### config.mk
export PLATFORM = sky130hd
export DESIGN_NAME = mcpu_ctrl
export DESIGN_NICKNAME = d
export VERILOG_FILES = /design/src/rtl/mcpu_pkg.sv /design/src/rtl/mcpu_alu_dec.sv /design/src/rtl/mcpu_ctrl.sv
export SDC_FILE = /design/constraint.sdc
export NUM_CORES = 1
export LEC_CHECK = 0
export BUFFER_PORTS_ARGS = -buffer_cell sky130_fd_sc_hd__buf_2
export CORE_MARGIN = 2
export CORE_UTILIZATION = 47
export CTS_CLUSTER_DIAMETER = 150
export DETAILED_ROUTE_END_ITERATION = 7
export GPL_ROUTABILITY_DRIVEN = 0
export HOLD_SLACK_MARGIN = 0.12
export PLACE_DENSITY = 0.94
export SYNTH_ARGS = -nofsm -noshare
export SYNTH_HDL_FRONTEND = slang
export SYNTH_HIERARCHICAL = 1
export SYNTH_SLANG_ARGS = --single-unit
export TNS_END_PERCENT = 30
### constraint.sdc
create_clock -name clk -period 5.05 [get_ports clk]
set_clock_uncertainty 0.15 [all_clocks]
set_input_delay 1.515 -clock clk [delete_from_list [all_inputs] [get_ports clk]]
set_output_delay 1.515 -clock clk [all_outputs]
set_load 0.02 [all_outputs]
### src/rtl/mcpu_pkg.sv
// Shared encodings for the multi-cycle RV32I control sequencer: states, ALU ops,
// datapath mux selects and opcodes.
package mcpu_pkg;

    typedef enum logic [3:0] {
        StIf   = 4'd0,
        StId   = 4'd1,
        StMa   = 4'd2,
        StMrd  = 4'd3,
        StMwr  = 4'd4,
        StLwb  = 4'd5,
        StExr  = 4'd6,
        StExi  = 4'd7,
        StAwb  = 4'd8,
        StBr   = 4'd9,
        StJal  = 4'd10,
        StJalr = 4'd11,
        StIll  = 4'd12
    } state_e;

    // Selects how the ALU decoder interprets the function fields.
    typedef enum logic [1:0] {
        AluClsAdd = 2'd0,
        AluClsSub = 2'd1,
        AluClsR   = 2'd2,
        AluClsI   = 2'd3
    } alu_cls_e;

    localparam logic [2:0] AluAnd = 3'b000;
    localparam logic [2:0] AluOr  = 3'b001;
    localparam logic [2:0] AluAdd = 3'b010;
    localparam logic [2:0] AluXor = 3'b011;
    localparam logic [2:0] AluSrl = 3'b101;
    localparam logic [2:0] AluSub = 3'b110;
    localparam logic [2:0] AluSlt = 3'b111;

    localparam logic [1:0] ImmI = 2'b00;
    localparam logic [1:0] ImmS = 2'b01;
    localparam logic [1:0] ImmB = 2'b10;
    localparam logic [1:0] ImmJ = 2'b11;

    localparam logic [1:0] WbAluOut = 2'b00;
    localparam logic [1:0] WbMdr    = 2'b01;
    localparam logic [1:0] WbPc     = 2'b10;

    localparam logic [1:0] SrcARs1   = 2'b00;
    localparam logic [1:0] SrcAPc    = 2'b01;
    localparam logic [1:0] SrcAOldPc = 2'b10;

    localparam logic [1:0] SrcBRs2  = 2'b00;
    localparam logic [1:0] SrcBFour = 2'b01;
    localparam logic [1:0] SrcBImm  = 2'b10;

    localparam logic [4:0] OpR      = 5'b01100;
    localparam logic [4:0] OpI      = 5'b00100;
    localparam logic [4:0] OpLoad   = 5'b00000;
    localparam logic [4:0] OpStore  = 5'b01000;
    localparam logic [4:0] OpBranch = 5'b11000;
    localparam logic [4:0] OpJal    = 5'b11011;
    localparam logic [4:0] OpJalr   = 5'b11001;

    function automatic state_e decode_op(input logic [4:0] op);
        state_e st;
        unique case (op)
            OpR:              st = StExr;
            OpI:              st = StExi;
            OpLoad, OpStore:  st = StMa;
            OpBranch:         st = StBr;
            OpJal:            st = StJal;
            OpJalr:           st = StJalr;
            default:          st = StIll;
        endcase
        return st;
    endfunction

endpackage

### src/rtl/mcpu_alu_dec.sv
// Maps an ALU usage class plus the instruction function fields to an ALU opcode.
module mcpu_alu_dec
    import mcpu_pkg::*;
(
    input  logic [1:0] cls_i,
    input  logic [2:0] fun3_i,
    input  logic       fun7_i,
    output logic [2:0] alu_control_o
);

    always_comb begin
        alu_control_o = AluAdd;
        unique case (alu_cls_e'(cls_i))
            AluClsAdd: alu_control_o = AluAdd;
            AluClsSub: alu_control_o = AluSub;
            AluClsR: begin
                case ({fun3_i, fun7_i})
                    4'b0000: alu_control_o = AluAdd;
                    4'b0001: alu_control_o = AluSub;
                    4'b1110: alu_control_o = AluAnd;
                    4'b1100: alu_control_o = AluOr;
                    4'b1000: alu_control_o = AluXor;
                    4'b0100: alu_control_o = AluSlt;
                    4'b1010: alu_control_o = AluSrl;
                    default: alu_control_o = AluAdd;
                endcase
            end
            AluClsI: begin
                // Fun7 is ignored: immediate shifts only support srl here.
                case (fun3_i)
                    3'b000:  alu_control_o = AluAdd;
                    3'b010:  alu_control_o = AluSlt;
                    3'b100:  alu_control_o = AluXor;
                    3'b110:  alu_control_o = AluOr;
                    3'b111:  alu_control_o = AluAnd;
                    3'b101:  alu_control_o = AluSrl;
                    default: alu_control_o = AluAdd;
                endcase
            end
            default: alu_control_o = AluAdd;
        endcase
    end

endmodule

### src/rtl/mcpu_ctrl.sv
// Multi-cycle control FSM: walks the shared datapath through fetch, decode,
// execute, memory and write-back, stalling memory stages on MIO_ready.
module mcpu_ctrl
    import mcpu_pkg::*;
(
    input  logic       clk,
    input  logic       rst_n,
    input  logic [4:0] OPcode,
    input  logic [2:0] Fun3,
    input  logic       Fun7,
    input  logic       zero,
    input  logic       MIO_ready,
    output logic       CPU_MIO,
    output logic       MemRW,
    output logic       IorD,
    output logic       IRWrite,
    output logic       PCWrite,
    output logic       PCWriteCond,
    output logic       PCSource,
    output logic       RegWrite,
    output logic [1:0] MemtoReg,
    output logic [1:0] ALUSrcA,
    output logic [1:0] ALUSrcB,
    output logic [1:0] ImmSel,
    output logic [2:0] ALU_Control,
    output logic [3:0] state,
    output logic       illegal
);

    state_e   state_q, state_d;
    alu_cls_e alu_cls;
    logic [2:0] alu_ctrl;
    logic       branch_taken;

    logic       cpu_mio_c, mem_rw_c, iord_c, ir_write_c, pc_write_c, pc_write_cond_c;
    logic       pc_source_c, reg_write_c, illegal_c;
    logic [1:0] mem_to_reg_c, alu_src_a_c, alu_src_b_c, imm_sel_c;

    always_ff @(posedge clk or negedge rst_n) begin
        if (!rst_n) begin
            state_q <= StIf;
        end else begin
            state_q <= state_d;
        end
    end

    always_comb begin
        state_d         = StIf;
        alu_cls         = AluClsAdd;
        cpu_mio_c       = 1'b0;
        mem_rw_c        = 1'b0;
        iord_c          = 1'b0;
        ir_write_c      = 1'b0;
        pc_write_c      = 1'b0;
        pc_write_cond_c = 1'b0;
        pc_source_c     = 1'b0;
        reg_write_c     = 1'b0;
        illegal_c       = 1'b0;
        mem_to_reg_c    = WbAluOut;
        alu_src_a_c     = SrcARs1;
        alu_src_b_c     = SrcBRs2;
        imm_sel_c       = ImmI;

        unique case (state_q)
            StIf: begin
                cpu_mio_c   = 1'b1;
                alu_src_a_c = SrcAPc;
                alu_src_b_c = SrcBFour;
                ir_write_c  = MIO_ready;
                pc_write_c  = MIO_ready;
                state_d     = MIO_ready ? StId : StIf;
            end
            StId: begin
                // Speculative OldPC + imm so branch/JAL targets sit in ALUOut.
                alu_src_a_c = SrcAOldPc;
                alu_src_b_c = SrcBImm;
                imm_sel_c   = (OPcode == OpJal) ? ImmJ : ImmB;
                state_d     = decode_op(OPcode);
            end
            StMa: begin
                alu_src_b_c = SrcBImm;
                imm_sel_c   = (OPcode == OpLoad) ? ImmI : ImmS;
                state_d     = (OPcode == OpLoad) ? StMrd : StMwr;
            end
            StMrd: begin
                cpu_mio_c = 1'b1;
                iord_c    = 1'b1;
                state_d   = MIO_ready ? StLwb : StMrd;
            end
            StMwr: begin
                cpu_mio_c = 1'b1;
                iord_c    = 1'b1;
                mem_rw_c  = 1'b1;
                state_d   = MIO_ready ? StIf : StMwr;
            end
            StLwb: begin
                reg_write_c  = 1'b1;
                mem_to_reg_c = WbMdr;
            end
            StExr: begin
                alu_cls = AluClsR;
                state_d = StAwb;
            end
            StExi: begin
                alu_cls     = AluClsI;
                alu_src_b_c = SrcBImm;
                state_d     = StAwb;
            end
            StAwb: begin
                reg_write_c = 1'b1;
            end
            StBr: begin
                alu_cls         = AluClsSub;
                pc_write_cond_c = 1'b1;
                pc_source_c     = 1'b1;
            end
            StJal: begin
                reg_write_c  = 1'b1;
                mem_to_reg_c = WbPc;
                pc_write_c   = 1'b1;
                pc_source_c  = 1'b1;
            end
            StJalr: begin
                alu_src_b_c  = SrcBImm;
                pc_write_c   = 1'b1;
                reg_write_c  = 1'b1;
                mem_to_reg_c = WbPc;
            end
            StIll: begin
                illegal_c = 1'b1;
            end
            default: state_d = StIf;
        endcase
    end

    mcpu_alu_dec u_alu_dec (
        .cls_i         (alu_cls),
        .fun3_i        (Fun3),
        .fun7_i        (Fun7),
        .alu_control_o (alu_ctrl)
    );

    assign branch_taken = rst_n && (state_q == StBr) &&
                          (((Fun3 == 3'b000) && zero) || ((Fun3 == 3'b001) && !zero));

    // Reset masks every output combinationally so an in-flight access aborts at once.
    assign CPU_MIO     = rst_n & cpu_mio_c;
    assign MemRW       = rst_n & mem_rw_c;
    assign IorD        = rst_n & iord_c;
    assign IRWrite     = rst_n & ir_write_c;
    assign PCWrite     = rst_n & pc_write_c;
    assign PCWriteCond = rst_n & pc_write_cond_c;
    assign PCSource    = rst_n & pc_source_c;
    assign RegWrite    = rst_n & reg_write_c;
    assign illegal     = rst_n & illegal_c;
    assign MemtoReg    = rst_n ? mem_to_reg_c : 2'b00;
    assign ALUSrcA     = rst_n ? alu_src_a_c : 2'b00;
    assign ALUSrcB     = rst_n ? alu_src_b_c : 2'b00;
    assign ImmSel      = rst_n ? imm_sel_c : 2'b00;
    assign ALU_Control = rst_n ? alu_ctrl : 3'b000;
    assign state       = rst_n ? state_q : 4'd0;

endmodule

-- Yosys cells after proc, flatten, opt, wreduce, memory -nomap -nowiden
Cells that the tools add are included.
- register bits after elaboration: 4
- input port bits: 13
- output and inout bits: 24
- logic and storage cells: 84
- equal/unequal tests: 32
- muxes and demuxes: 31
- bitwise operators: 9
- reductions and logical operators: 11
- operators with widths (kind ; count):
    case mux 4 bit (6 select lines) ; 2
    == test 4 bit (second input constant) ; 9
    == test 4 x 3 -> 1 bit (second input constant) ; 5
    case mux 3 bit (6 select lines) ; 1
    case mux 2 bit (2 select lines) ; 4
    == test 5 bit (second input constant) ; 3
    case mux 3 bit (5 select lines) ; 1
    == test 3 bit (second input constant) ; 4
    2-to-1 mux 3 bit ; 4
    case mux 3 bit (4 select lines) ; 1
    2-to-1 mux 1 bit ; 11
    == test 5 x 4 -> 1 bit (second input constant) ; 2
    OR reduction 2 bit ; 5
    bitwise AND 1 bit ; 9
    == test 4 x 1 -> 1 bit (second input constant) ; 2
    == test 4 x 2 -> 1 bit (second input constant) ; 2
    2-to-1 mux 2 bit ; 4
    OR reduction 4 bit ; 2
    case mux 2 bit (3 select lines) ; 1
    == test 5 x 3 -> 1 bit (second input constant) ; 1
    logical NOT 5 bit ; 1
    == test 2 bit (second input constant) ; 2
    logical NOT 4 bit ; 1
    2-to-1 mux 4 bit ; 1
    other kinds (5) ; 5

-- Logic depth before layout (Yosys ltp)
- depth in word-level cells: 5
- mapped depth: 8
- gate-level depth less buffers: 7

-- Modules after synthesis
Netlist, hierarchy kept.
- modules (own cells, without submodules) (module ; instances ; cells each ; area an instance (um^2) ; sequential area each (um^2)):
    mcpu_ctrl ; 1 ; 85 ; 566.8 ; 100.1
    mcpu_alu_dec ; 1 ; 12 ; 101.3 ; 0.0

-- Least setup slack after synthesis
OpenSTA, ideal clock, no wires.
- kind: input -> output
- from: input rst_n
- to: output IRWrite
- arrival: 2.422 ns
- required time: 3.385 ns
- slack: 0.963 ns
- stages: 3
- buffers on the path: 0
- path through: or3b_1 nor2_2 and2_1
- cells in the longest elaborated chain, start to end: 1
- ends and longest elaborated chain (item ; RTL line ; text):
    start, declared ; mcpu_ctrl.sv:7 ; input logic rst_n,
    bitwise AND 1 bit ; mcpu_ctrl.sv:150 ; assign IRWrite = rst_n & ir_write_c;
    end, declared ; mcpu_ctrl.sv:16 ; output logic IRWrite,
Every way passes these cells.

-- Worst setup path in the final report
Same ends and word-level chain as after synthesis.

==> qor.txt <==
Fraction of the mapped netlist area in simple logic gates: 53.75%
Worst IR Drop VDD: 0.0001714 V
CTS clock-pin slew for the worst setup and hold paths: 0.04 ns
Syn Inst Count: 97
Wire length of the first global-routing pass: 2884 um
Critical Path, Cell by Cell: buf_2, or3b_1, nor2_2, and2_1, buf_2
Number of hold-repair buffers added at the cts stage: 0
Final HPWL DP: 1363 um
ANT cells: 0
Number of buffers on the longest clock path: 2
CP required: 3.39 ns
Number of buffers created by CTS: 3
Worst-path fanout max: 14
Area share of the largest cell type after synthesis: 14.98%
Net count after synthesis: 110
Share of cell area taken by muxes after synthesis: 3.184%
Combinational family with the most area after synthesis: simple AND/OR/NAND/NOR gates
Cell at the root of the clock tree: clkbuf_4
Number of global-route vias before repair: 715
Total count of hold-check failures in the final report: 0
Overall fraction of global-route tracks in use: 20.18%
Kind of cell adding the most delay to the critical path: simple AND/OR/NAND/NOR gates
Yosys synthesis warning count: 6
Cell with the biggest individual delay on the critical path: or3b_1
Fmax: 234.1 MHz
Period minus WS final: 4.271 ns
Final wirelength: 1718 um
Pins over their slew limit: 0
Area growth from synthesis to final layout: 29.59%
Leading area contributor after synthesis: dfrtp_1
Fraction of layout cells with a size suffix above 1: 35.88%
Sequential element share of the synthesized area: 14.98%
Number of violations reported at the end of detailed-routing iteration 0: 8
Period utilization: 84.57%
Top-Level Pins: 37
Leakage Power: 0.4544 nW
Drc violations: 0
RSZ-0062 raised after global routing: no
Register-to-register path setup slack: 3.51 ns
Die Span Y: 41.71 um
Result of the run: finished clean
Largest registers: state_q x4
Count of H-tree levels built during CTS: 1
Worst relative slew slack: 70.09%
Top register by number of flip-flops: state_q
XOR/XNOR Fraction of Synth Area: 0%
Compound-gate portion of the synthesized area: 22.47%
Floorplan die width: 41.71 um
Setup crit end kind: primary output
Clock latency on the worst-skew pair: 0.22 ns
Maximum number of pins on one net before global-route repair: 16
Die Area: 1739 sq um
ANT nets after route: 0
Type of element launching the critical path: input port
Core Rows: 13
Synthesized-area fraction occupied by adder cells: 0%
Number of buffers and inverters on the critical path: 2
Wire length per cell: 11.77 um
Transition time at the pin with the least slew margin: 0.4486 ns
Min Hold Slack: 0.5113 ns
Largest cells by area after synthesis: dfrtp_1 (15%), nor2_1 (8.4%), and2_1 (6.6%)
Post-CTS setup buffers: 0
Worst setup path class: input port to primary output
Final TNS setup: 0 ns
Share of synthesized registers carrying an async set or reset: 100.0%
Data arrival, critical path: 2.61 ns
Most prevalent standard cell on the critical path: buf_2
TritonCTS clock tree: built
Core area: 1318 sq um
Power per unit of standard cell area: 391.4 nW/um^2
Initial antenna violation count: 0
Setup violations, final: 0
Port buffer count: 35
Area of the mapped netlist: 668.1 sq um
Synthesized area per cell: 6.888 sq um
Vias after detailed routing: 852
Max FFs per register: 4
Initial Utilization: 50.71%
Vias per inst: 5.836
Post-layout nets: 146
# resized after CTS: 0
Total congestion overflow after global routing: 0
Number of enable-type register cells in the synthesized netlist: 0
Length of the first detailed-routing pass in iterations: 4
Number of distinct library cells after synthesis: 43
Class of the worst hold path: flop to flop
Yosys reg bits: 4
Number of max-capacitance violations reported: 0
Max stage delay on crit path: 0.42 ns
CTS Sinks: 4
Prevailing post-synth register cell: dfrtp_1
## final timing paths
kind                              endpoint  startpoint  cells past startpoint
worst min-delay path            state_q[2]  state_q[3]                      1
max in group asynchronous       state_q[0]       rst_n                      1
worst min register to register  state_q[2]  state_q[3]                      1
worst max-delay path               IRWrite       rst_n                      5
worst max register to register  state_q[0]  state_q[1]                      3
min in group asynchronous       state_q[3]       rst_n                      1
## layout by cell type (no fill, tap or decap), types with 2 or more instances in the layout
master and n:
nand2b_1 5, inv_1 4, o21a_1 2, a31oi_1 3, o311ai_1 2, nor3b_1 2
and2_1 7, o22ai_1 2, nand2_1 5, clkbuf_4 3, a21oi_1 3, and3b_1 2
dfrtp_1 4, or3b_1 2, and2b_1 2, or2_2 2, nor2_1 15, nor2b_1 2
buf_2 35, nor3_1 4, nand3_1 3
## report_power, final
| group | switching, W | internal, W | leakage, nW |
|---|---|---|---|
| clock network | 0.0000106 | 0.0000264 | 0.0138 |
| logic | 0.000139 | 0.0000869 | 0.388 |
| registers | 0.0000328 | 0.0000433 | 0.0531 |
| total | 0.000182 | 0.000157 | 0.454 |
## cells in the mapped netlist (3+ instances only)
cell and n:
nor2_1 15, and2_1 7, nand2_1 5, nand2b_1 5, dfrtp_1 4, inv_1 4, nor3_1 4, a21oi_1 3
a31oi_1 3, buf_2 3, nand3_1 3
## final cells by class
| class | count | area (sq um) |
|---|---|---|
| inverter | 5 | 18.77 |
| clock buffer | 3 | 22.52 |
| timing repair buffer | 35 | 175.2 |
| sequential | 4 | 100.1 |
| multi-input combinational | 84 | 530.5 |
| tap | 15 | 18.77 |
| fill | 125 | 451.7 |
## cell families (layout without fill, tap and decap cells)
family,count (synthesis),in the layout
buffers and inverters,9,43
muxes,2,2
DFF,4,4
AOI/OAI and AO/OA,21,21
and+or+nand+nor,61,61
## through the flow
stage               cell area (sq um)  total power [W]  instances  setup WS [ns]  util [%]
floorplan                       668.1        0.0002384         97         0.9635         -
global placement                843.3        0.0002946        143         0.7902     64.01
detailed placement              843.3        0.0003012        143         0.7732     64.01
CTS                             865.8        0.0003392        146         0.7752     65.72
global route                    865.8        0.0003681        146         0.7006     65.72
finish                          865.8        0.0003389        146         0.7790     65.72
## per-layer routing
metal | track usage, % | vias to the layer above | wire length, um
met4 | 8.387 | 0 | 22
li1 | - | 429 | -
met5 | 0 | - | 0
met2 | 36.25 | 33 | 869
met3 | 3.478 | 4 | 107
met1 | 23.20 | 386 | 719
Power figures use the tool's default switching activity.
